File: src/rtl/riscv_pipe_pkg.sv
// Shared pipeline-control definitions: sequencer states and common constants.
package riscv_pipe_pkg;

    typedef enum logic {
        RUN     = 1'b0,
        MC_BUSY = 1'b1
    } pipe_state_e;

    localparam logic [4:0] REG_ZERO = 5'd0;
    localparam int         MC_CNT_W = 8;

endpackage

File: src/rtl/pipe_hazard_ctrl_if.sv
// Hazard-controller bus: ID/EX hazard inputs in, per-stage strobes and perf counter out.
interface pipe_hazard_ctrl_if #(
    parameter int CNT_W = 16
);
    logic [4:0]       id_rs1_i;
    logic [4:0]       id_rs2_i;
    logic             id_use_rs1_i;
    logic             id_use_rs2_i;
    logic [4:0]       ex_rd_i;
    logic             ex_memread_i;
    logic             ex_branch_taken_i;
    logic             ex_mc_req_i;
    logic             pc_stall_o;
    logic             ifid_stall_o;
    logic             ifid_flush_o;
    logic             idex_bubble_o;
    logic             ex_hold_o;
    logic             mc_busy_o;
    logic             mc_done_o;
    logic [CNT_W-1:0] stall_cnt_o;

    // Pipeline side: drives hazard conditions, consumes strobes.
    modport master (
        output id_rs1_i, id_rs2_i, id_use_rs1_i, id_use_rs2_i,
        output ex_rd_i, ex_memread_i, ex_branch_taken_i, ex_mc_req_i,
        input  pc_stall_o, ifid_stall_o, ifid_flush_o, idex_bubble_o,
        input  ex_hold_o, mc_busy_o, mc_done_o, stall_cnt_o
    );

    // Controller side.
    modport slave (
        input  id_rs1_i, id_rs2_i, id_use_rs1_i, id_use_rs2_i,
        input  ex_rd_i, ex_memread_i, ex_branch_taken_i, ex_mc_req_i,
        output pc_stall_o, ifid_stall_o, ifid_flush_o, idex_bubble_o,
        output ex_hold_o, mc_busy_o, mc_done_o, stall_cnt_o
    );
endinterface

File: src/rtl/pipe_hazard_ctrl_load_use.sv
// Load-use hazard compare between the ID operands and a load in EX.
// Purely combinational so a second ID lane can instantiate its own copy.
module load_use_detect
    import riscv_pipe_pkg::*;
(
    input  logic [4:0] id_rs1_i,
    input  logic [4:0] id_rs2_i,
    input  logic       id_use_rs1_i,
    input  logic       id_use_rs2_i,
    input  logic [4:0] ex_rd_i,
    input  logic       ex_memread_i,
    output logic       hit_o
);

    logic rs1_match;
    logic rs2_match;

    // A load into x0 never produces a value, so it cannot create a hazard.
    always_comb begin
        rs1_match = id_use_rs1_i && (id_rs1_i == ex_rd_i);
        rs2_match = id_use_rs2_i && (id_rs2_i == ex_rd_i);
        hit_o     = ex_memread_i && (ex_rd_i != REG_ZERO) && (rs1_match || rs2_match);
    end

endmodule

File: src/rtl/pipe_hazard_ctrl.sv
// Pipeline sequencing controller: load-use stall, taken-branch flush and
// multi-cycle EX hold, plus a saturating stall-cycle counter.
// Build option: PIPE_HAZARD_MULDIV_EN enables the MC_BUSY state and mul/div hold;
// without it ex_mc_req_i is ignored and ex_hold_o/mc_busy_o/mc_done_o are tied 0.
//
// state   | meaning
// RUN     | normal flow; branch flush, load-use stall or start of a multi-cycle op
// MC_BUSY | EX occupied by a multi-cycle op; mc_cnt counts remaining stall cycles
module pipe_hazard_ctrl
    import riscv_pipe_pkg::*;
#(
    parameter int MC_LATENCY = 4,
    parameter int CNT_W      = 16
) (
    input  logic               clk,
    input  logic               rst,
    pipe_hazard_ctrl_if.slave  bus
);

    if ((MC_LATENCY < 2) || (MC_LATENCY > 255)) begin : g_bad_latency
        $error("pipe_hazard_ctrl: MC_LATENCY must be in 2..255");
    end

    localparam logic [CNT_W-1:0] CNT_ONE = CNT_W'(1);

    logic             lu_hit;
    logic             pc_stall;
    logic             ifid_stall;
    logic             ifid_flush;
    logic             idex_bubble;
    logic             ex_hold;
    logic             mc_busy;
    logic             mc_done;
    logic [CNT_W-1:0] stall_cnt_q;
    logic [CNT_W-1:0] stall_cnt_d;

    load_use_detect u_load_use (
        .id_rs1_i     (bus.id_rs1_i),
        .id_rs2_i     (bus.id_rs2_i),
        .id_use_rs1_i (bus.id_use_rs1_i),
        .id_use_rs2_i (bus.id_use_rs2_i),
        .ex_rd_i      (bus.ex_rd_i),
        .ex_memread_i (bus.ex_memread_i),
        .hit_o        (lu_hit)
    );

`ifdef PIPE_HAZARD_MULDIV_EN
    localparam logic [MC_CNT_W-1:0] MC_ONE   = MC_CNT_W'(1);
    localparam logic [MC_CNT_W-1:0] MC_START = MC_CNT_W'(MC_LATENCY - 2);

    pipe_state_e         state_q;
    pipe_state_e         state_d;
    logic [MC_CNT_W-1:0] mc_cnt_q;
    logic [MC_CNT_W-1:0] mc_cnt_d;

    // State and multi-cycle down-counter registers.
    always_ff @(posedge clk or posedge rst) begin
        if (rst) begin
            state_q  <= RUN;
            mc_cnt_q <= '0;
        end else begin
            state_q  <= state_d;
            mc_cnt_q <= mc_cnt_d;
        end
    end

    // Next state and Mealy strobes; while MC_BUSY the EX op is fixed, so hazard inputs are ignored.
    always_comb begin
        state_d     = state_q;
        mc_cnt_d    = mc_cnt_q;
        pc_stall    = 1'b0;
        ifid_stall  = 1'b0;
        ifid_flush  = 1'b0;
        idex_bubble = 1'b0;
        ex_hold     = 1'b0;
        mc_busy     = 1'b0;
        mc_done     = 1'b0;
        unique case (state_q)
            RUN: begin
                if (bus.ex_branch_taken_i) begin
                    ifid_flush  = 1'b1;
                    idex_bubble = 1'b1;
                end else if (bus.ex_mc_req_i) begin
                    pc_stall   = 1'b1;
                    ifid_stall = 1'b1;
                    ex_hold    = 1'b1;
                    state_d    = MC_BUSY;
                    mc_cnt_d   = MC_START;
                end else if (lu_hit) begin
                    pc_stall    = 1'b1;
                    ifid_stall  = 1'b1;
                    idex_bubble = 1'b1;
                end
            end
            MC_BUSY: begin
                mc_busy = 1'b1;
                if (mc_cnt_q != '0) begin
                    pc_stall   = 1'b1;
                    ifid_stall = 1'b1;
                    ex_hold    = 1'b1;
                    mc_cnt_d   = mc_cnt_q - MC_ONE;
                end else begin
                    mc_done = 1'b1;
                    state_d = RUN;
                end
            end
        endcase
    end
`else
    // Single-state flow: branch flush has priority over load-use stall.
    always_comb begin
        pc_stall    = 1'b0;
        ifid_stall  = 1'b0;
        ifid_flush  = 1'b0;
        idex_bubble = 1'b0;
        if (bus.ex_branch_taken_i) begin
            ifid_flush  = 1'b1;
            idex_bubble = 1'b1;
        end else if (lu_hit) begin
            pc_stall    = 1'b1;
            ifid_stall  = 1'b1;
            idex_bubble = 1'b1;
        end
    end

    assign ex_hold = 1'b0;
    assign mc_busy = 1'b0;
    assign mc_done = 1'b0;
`endif

    // Saturating count of stalled cycles.
    always_comb begin
        stall_cnt_d = stall_cnt_q;
        if (pc_stall && (stall_cnt_q != '1)) begin
            stall_cnt_d = stall_cnt_q + CNT_ONE;
        end
    end

    // Performance counter register.
    always_ff @(posedge clk or posedge rst) begin
        if (rst) begin
            stall_cnt_q <= '0;
        end else begin
            stall_cnt_q <= stall_cnt_d;
        end
    end

    // Strobes are forced low asynchronously while reset is asserted.
    assign bus.pc_stall_o    = pc_stall    & ~rst;
    assign bus.ifid_stall_o  = ifid_stall  & ~rst;
    assign bus.ifid_flush_o  = ifid_flush  & ~rst;
    assign bus.idex_bubble_o = idex_bubble & ~rst;
    assign bus.ex_hold_o     = ex_hold     & ~rst;
    assign bus.mc_busy_o     = mc_busy     & ~rst;
    assign bus.mc_done_o     = mc_done     & ~rst;
    assign bus.stall_cnt_o   = stall_cnt_q;

endmodule
File: src/flat_wrapper.sv
// flat-port wrapper written by rule: the top's interface ports become plain ports
module pipe_hazard_ctrl_flat import riscv_pipe_pkg::*;
#(
    parameter int MC_LATENCY = 4,
    parameter int CNT_W      = 16
)
  (clk, rst, bus_id_rs1_i, bus_id_rs2_i, bus_id_use_rs1_i, bus_id_use_rs2_i, bus_ex_rd_i, bus_ex_memread_i, bus_ex_branch_taken_i, bus_ex_mc_req_i, bus_pc_stall_o, bus_ifid_stall_o, bus_ifid_flush_o, bus_idex_bubble_o, bus_ex_hold_o, bus_mc_busy_o, bus_mc_done_o, bus_stall_cnt_o);
  pipe_hazard_ctrl_if #(.CNT_W(CNT_W)) bus_i ();
  input  logic clk;
  input  logic rst;
  input wire logic [$bits(bus_i.id_rs1_i)-1:0] bus_id_rs1_i;
  input wire logic [$bits(bus_i.id_rs2_i)-1:0] bus_id_rs2_i;
  input wire logic [$bits(bus_i.id_use_rs1_i)-1:0] bus_id_use_rs1_i;
  input wire logic [$bits(bus_i.id_use_rs2_i)-1:0] bus_id_use_rs2_i;
  input wire logic [$bits(bus_i.ex_rd_i)-1:0] bus_ex_rd_i;
  input wire logic [$bits(bus_i.ex_memread_i)-1:0] bus_ex_memread_i;
  input wire logic [$bits(bus_i.ex_branch_taken_i)-1:0] bus_ex_branch_taken_i;
  input wire logic [$bits(bus_i.ex_mc_req_i)-1:0] bus_ex_mc_req_i;
  output wire logic [$bits(bus_i.pc_stall_o)-1:0] bus_pc_stall_o;
  output wire logic [$bits(bus_i.ifid_stall_o)-1:0] bus_ifid_stall_o;
  output wire logic [$bits(bus_i.ifid_flush_o)-1:0] bus_ifid_flush_o;
  output wire logic [$bits(bus_i.idex_bubble_o)-1:0] bus_idex_bubble_o;
  output wire logic [$bits(bus_i.ex_hold_o)-1:0] bus_ex_hold_o;
  output wire logic [$bits(bus_i.mc_busy_o)-1:0] bus_mc_busy_o;
  output wire logic [$bits(bus_i.mc_done_o)-1:0] bus_mc_done_o;
  output wire logic [$bits(bus_i.stall_cnt_o)-1:0] bus_stall_cnt_o;
  assign bus_i.id_rs1_i = bus_id_rs1_i;
  assign bus_i.id_rs2_i = bus_id_rs2_i;
  assign bus_i.id_use_rs1_i = bus_id_use_rs1_i;
  assign bus_i.id_use_rs2_i = bus_id_use_rs2_i;
  assign bus_i.ex_rd_i = bus_ex_rd_i;
  assign bus_i.ex_memread_i = bus_ex_memread_i;
  assign bus_i.ex_branch_taken_i = bus_ex_branch_taken_i;
  assign bus_i.ex_mc_req_i = bus_ex_mc_req_i;
  assign bus_pc_stall_o = bus_i.pc_stall_o;
  assign bus_ifid_stall_o = bus_i.ifid_stall_o;
  assign bus_ifid_flush_o = bus_i.ifid_flush_o;
  assign bus_idex_bubble_o = bus_i.idex_bubble_o;
  assign bus_ex_hold_o = bus_i.ex_hold_o;
  assign bus_mc_busy_o = bus_i.mc_busy_o;
  assign bus_mc_done_o = bus_i.mc_done_o;
  assign bus_stall_cnt_o = bus_i.stall_cnt_o;
  pipe_hazard_ctrl #(.MC_LATENCY(MC_LATENCY), .CNT_W(CNT_W)) u_core (.clk(clk), .rst(rst), .bus(bus_i));
endmodule
File: config.mk
export PLATFORM = sky130hd
export DESIGN_NAME = pipe_hazard_ctrl_flat
export DESIGN_NICKNAME = d
export VERILOG_FILES = /design/src/rtl/riscv_pipe_pkg.sv /design/src/rtl/pipe_hazard_ctrl_if.sv /design/src/rtl/pipe_hazard_ctrl_load_use.sv /design/src/rtl/pipe_hazard_ctrl.sv /design/src/flat_wrapper.sv
export SDC_FILE = /design/constraint.sdc
export NUM_CORES = 1
export LEC_CHECK = 0
export BUFFER_PORTS_ARGS = -buffer_cell sky130_fd_sc_hd__buf_2
export CAP_MARGIN = 20
export CORE_ASPECT_RATIO = 1.2
export CORE_MARGIN = 2
export CORE_UTILIZATION = 45
export DETAILED_ROUTE_END_ITERATION = 7
export GPL_TIMING_DRIVEN = 0
export PLACE_DENSITY = 0.83
export SLEW_MARGIN = 10
export SYNTH_ARGS = -nofsm -noshare
export SYNTH_HDL_FRONTEND = slang
export SYNTH_SLANG_ARGS = --single-unit
File: constraint.sdc
create_clock -name clk -period 2.1 [get_ports clk]
set_input_delay 0.21 -clock clk [delete_from_list [all_inputs] [get_ports clk]]
set_output_delay 0.21 -clock clk [all_outputs]
set_load 0.02 [all_outputs]
-- Word-level counts from Yosys, hierarchy flattened
Cells that the tools add are included.
Widths: inputs -> output; s select.
- output and inout bits: 23
- input bits: 22
- logic and storage cells: 20
- flip-flop bits (word level): 16
- bitwise operators: 4
- reductions and logical operators: 7
- equal/unequal tests: 3
- muxes and demuxes: 4
- add/subtract/negate cells: 1
- operator list (kind ; count):
    $add 16x1->16 const B ; 1
    $ne 16x16->1 const B ; 1
    $eq 5x5->1 ; 2
    $logic_and 1x1->1 ; 5
    $reduce_bool 5->1 ; 1
    $mux 1 ; 4
    $and 1x1->1 ; 3
    $logic_or 1x1->1 ; 1
    $not 1->1 ; 1

-- Longest topological paths before layout
- depth in word-level cells: 7
- depth in mapped cells: 6
- mapped depth without buffers: 6

-- By module
A second synthesis with hierarchy kept.
- cell total of the unflattened synthesis: 98
- area, all modules: 1006.0 um^2
- modules (own cells, without submodules) (module ; area an instance (um^2) ; instances ; seq. area each (um^2) ; cells an instance):
    pipe_hazard_ctrl ; 872.1 ; 1 ; 400.4 ; 81
    load_use_detect ; 133.9 ; 1 ; 0.0 ; 17

-- Worst setup path after synthesis
No wires, ideal clock.
- path type: input to output
- start: input bus_ex_rd_i[1]
- end: output bus_pc_stall_o
- required time: 1890 ps
- stages on the path: 6
- arrival time: 1826 ps
- slack: 64 ps
- buffers on the path: 2
- cell sequence: xnor2_1 -> nand4_1 -> o22ai_2 -> buf_4 -> nor3b_1 -> buf_4
- cells in the longest elaborated chain, start to end: 7
- elaborated cells on any way between the ends: 11
- those cells by class: eq/ne (2); mux (2); bitwise (1); reduce/logical (6)
- RTL lines (element ; RTL line ; RTL):
    start, declared ; flat_wrapper.sv:15 ; input wire logic [$bits(bus_i.ex_rd_i)-1:0] bus_ex_rd_i;
    $eq 5x5->1, on equally long branches ; pipe_hazard_ctrl_load_use.sv:20, pipe_hazard_ctrl_load_use.sv:21 ;
    $logic_and 1x1->1, on equally long branches ; pipe_hazard_ctrl_load_use.sv:20, pipe_hazard_ctrl_load_use.sv:21 ;
    $logic_or 1x1->1 ; pipe_hazard_ctrl_load_use.sv:22 ; hit_o = ex_memread_i && (ex_rd_i != REG_ZERO) && (rs1_match || rs2_match);
    $logic_and 1x1->1 (*) ; pipe_hazard_ctrl_load_use.sv:22 ;
    $mux 1 (*) (2 in series) ; - ;
    $and 1x1->1 (*) ; - ;
    end, declared ; flat_wrapper.sv:19 ; output wire logic [$bits(bus_i.pc_stall_o)-1:0] bus_pc_stall_o;
Every way passes the cells marked *; elsewhere a longest branch is shown, timed or not.

-- Worst setup path in the final report
- start: input bus_ex_rd_i[4]
- end: output bus_pc_stall_o
- cells in the longest elaborated chain, start to end: 7
- elaborated cells on any way between the ends: 11
- those cells by class: eq/ne (2); mux (2); bitwise (1); reduce/logical (6)
- RTL lines (element ; RTL line ; RTL):
    $eq 5x5->1, on equally long branches ; pipe_hazard_ctrl_load_use.sv:20, pipe_hazard_ctrl_load_use.sv:21 ;
    $logic_and 1x1->1, on equally long branches ; pipe_hazard_ctrl_load_use.sv:20, pipe_hazard_ctrl_load_use.sv:21 ;
    $logic_or 1x1->1 ; pipe_hazard_ctrl_load_use.sv:22 ;
    $logic_and 1x1->1 (*) ; pipe_hazard_ctrl_load_use.sv:22 ;
    $mux 1 (*) ; pipe_hazard_ctrl.sv:119 ; end else if (lu_hit) begin
    $mux 1 (*) ; pipe_hazard_ctrl.sv:116 ; if (bus.ex_branch_taken_i) begin
    $and 1x1->1 (*) ; pipe_hazard_ctrl.sv:149 ; assign bus.pc_stall_o = pc_stall & ~rst;
Marked as above.

==> metrics.yaml <==
multi_input_area_sq_um: 623
status: "completed"
holdCritPathClass: "in -> async"
antenna_found_initial: 0
r2r_slack_ps: 240
numCtsBuffers: 3
ant_nets: 0
ios: 45
r2r_cells: 6
wl_um: 2260
drtIter0Drc: 24
area_delta_synth_final_pct: 28.2
grt_first_pass_wirelength_um: 3590
tns_ps: 0
ys_ff_latch: 16
drive_gt1_frac: 0.369
grt_max_degree: 17
final_max_slew_viol_count: 0
fin_worst_skew_ps: 1.19
rr_endpoint: "u_core.bus.stall_cnt_o[1]$_DFFE_PP0P_"
critical_path_class: "in -> out"
drt_pre_antenna_iters: 4
cts_hold_buffers: 0
drc: 0
clock.fmax_mhz: 528
synth_area_leaders: "dfrtp_1 (38%), xnor2_1 (21%), nand4_1 (5.9%), nand3_1 (5.2%), buf_4 (3.6%)"
synth.distinct_cells: 27
viasPerCell: 5.08
port_buffers: 40
ys_seq_area_frac: 0.380
maxCapViolations: 0
p_leak_nw: 0.654
chipWidth_um: 48.1
setup_viol: 0
r2r_start: "u_core.bus.stall_cnt_o[0]$_DFFE_PP0P_"
core_sq_mm: 0.00226
synth_top_area_frac: 0.380
cts_tree: "yes"
startpoint: "bus_ex_rd_i[4]"
cts-root-buf: "clkbuf_4"
grt_overflow: 0
grt_setup_unrepaired: "false"
hold_viol_final: 0
placementRows: 19
worstPathArrival_ps: 1680
yosys.area.top_type: "dfrtp_1"
maxSlewHeadroom: 0.595
clk_pin_slew_ps: 90
diodes: 0
fin_total_pwr_w: 0.000646
worstPathRequired_ps: 1890
vias: 955
die_h_um: 57.0
largest_reg_flops: 16
cts.sink_count: 16
clock_latency_ps: 280
wl_per_cell_um: 12.0
whs_ps: 12.9
postSynthCellCount: 110
synth_area_per_cell_sq_um: 9.57
fillers: 200
post-route-worst-setup-slack_ps: 206
powerDensity_mw_per_mm2: 479
finalCriticalPeriod_ps: 1890
crit_path_max_fanout: 10
vdd_ir_drop_max_v: 0.000386
dp_slack_ps: 69.6
gp_congestion: 0.860
first_global_vias: 891
worstMarginPinSlew_ps: 607
fin_crit_sh: 0.902
htreeDepth: 1
fp.dieArea_sq_mm: 0.00274
ys_warn_count: 0
nets: 182
cp-end-kind: "output port"
hpwl_um: 1800
critPathLaunchType: "input port"
clock_path_buffers: 2
mappedNetlistArea_sq_mm: 0.00105
register_area_sq_um: 400
grt_util_all_layers: 0.177
worstSetupEndpoint: "bus_pc_stall_o"
start_util: 0.466
-- worst min path at each step --
stage / slack, ps / endpoint / from
floorplan: 120 / u_core.bus.stall_cnt_o[0]$_DFFE_PP0P_ / rst
global placement: 330 / u_core.bus.stall_cnt_o[14]$_DFFE_PP0P_ / rst
detailed placement: 340 / u_core.bus.stall_cnt_o[15]$_DFFE_PP0P_ / rst
CTS: 20 / u_core.bus.stall_cnt_o[14]$_DFFE_PP0P_ / rst
global route: 60 / u_core.bus.stall_cnt_o[14]$_DFFE_PP0P_ / rst
finish: 10 / u_core.bus.stall_cnt_o[15]$_DFFE_PP0P_ / rst
-- per-stage QoR --
stage          instance area [sq um]  instances  utilization
3_3_place_gp                    1300        183        0.575
6_report                        1350        188        0.597
2_1_floorplan                   1060        112            -
4_1_cts                         1320        186        0.585
3_5_place_dp                    1300        183        0.575
5_1_grt                         1350        188        0.597
-- cell usage after synthesis --
library cell,n
dfrtp_1,16
nor2b_1,2
conb_1,1
mux2_4,1
or4_4,1
ha_1,1
o22ai_2,1
or2_1,1
and4_1,1
o21a_1,1
buf_4,5
a21oi_4,1
nand4_1,10
o21ai_4,1
xnor2_1,25
a21oi_1,3
nor3b_1,1
nor3_4,1
nor3_1,2
nand3_1,11
nor2_1,9
nand2_1,6
inv_1,3
a31oi_1,1
nand2_2,1
nand3b_1,1
and3_1,3
-- area by class of cell --
type	instances	share of cell area
well taps	31	0.0288
inverters	3	0.00835
repair buffers	42	0.160
flip-flops and latches	16	0.297
plain buffers	5	0.0278
multi-input cells	88	0.462
clock buffers	3	0.0167
-- cell usage in the layout (no fill, tap or decap), drive strengths merged --
cell type  instances
or4                1
o22ai              1
ha                 1
mux2               1
nor3b              1
o21a               1
nor3               3
dfrtp             16
inv                3
nand4             10
o21ai              1
a21oi              4
a31oi              1
buf               47
nor2               9
or2                1
nand2              7
conb               3
and4               1
xnor2             25
nor2b              2
clkbuf             3
and3               3
nand3b             1
nand3             11
-- kinds of logic after synthesis --
| family | Yosys count | share of synthesized area |
|---|---|---|
| other | 1 | 0.00356 |
| AO/OA/AOI/OAI | 8 | 0.0702 |
| flip-flops | 16 | 0.380 |
| AND/OR/NAND/NOR | 50 | 0.265 |
| multiplexers | 1 | 0.0143 |
| buffers and inverters | 8 | 0.0464 |
| adder cells (fa/ha/maj) | 1 | 0.0119 |
| XOR/XNOR | 25 | 0.208 |
-- what timing repair did --
| item | 4_1_cts | 5_1_grt |
|---|---|---|
| resized for setup | 0 | 2 |
| setup buffers | 0 | 2 |
| endpoints found under the setup margin | 0 | 2 |
-- worst max-delay path, stage by stage --
cell	delay [ps]
buf_2	130
xnor2_1	160
nand4_1	160
o22ai_4	310
buf_4	230
nor3b_2	200
buf_4	130
buf_2	140
-- routing by layer --
metal  wire [um]  track usage  share of wire
met4          55       0.0927          0.024
met3          78       0.0190          0.034
met2        1130        0.276           0.50
met1        1000        0.230           0.44
met5           0            0              0
-- where the power goes --
group / switching (W) / internal, W / total (W)
Combinational: 0.0000802 / 0.0000662 / 0.000146
Sequential: 0.0000174 / 0.000321 / 0.000339
Clock: 0.0000940 / 0.0000667 / 0.000161
Power figures use the tool's default switching activity.
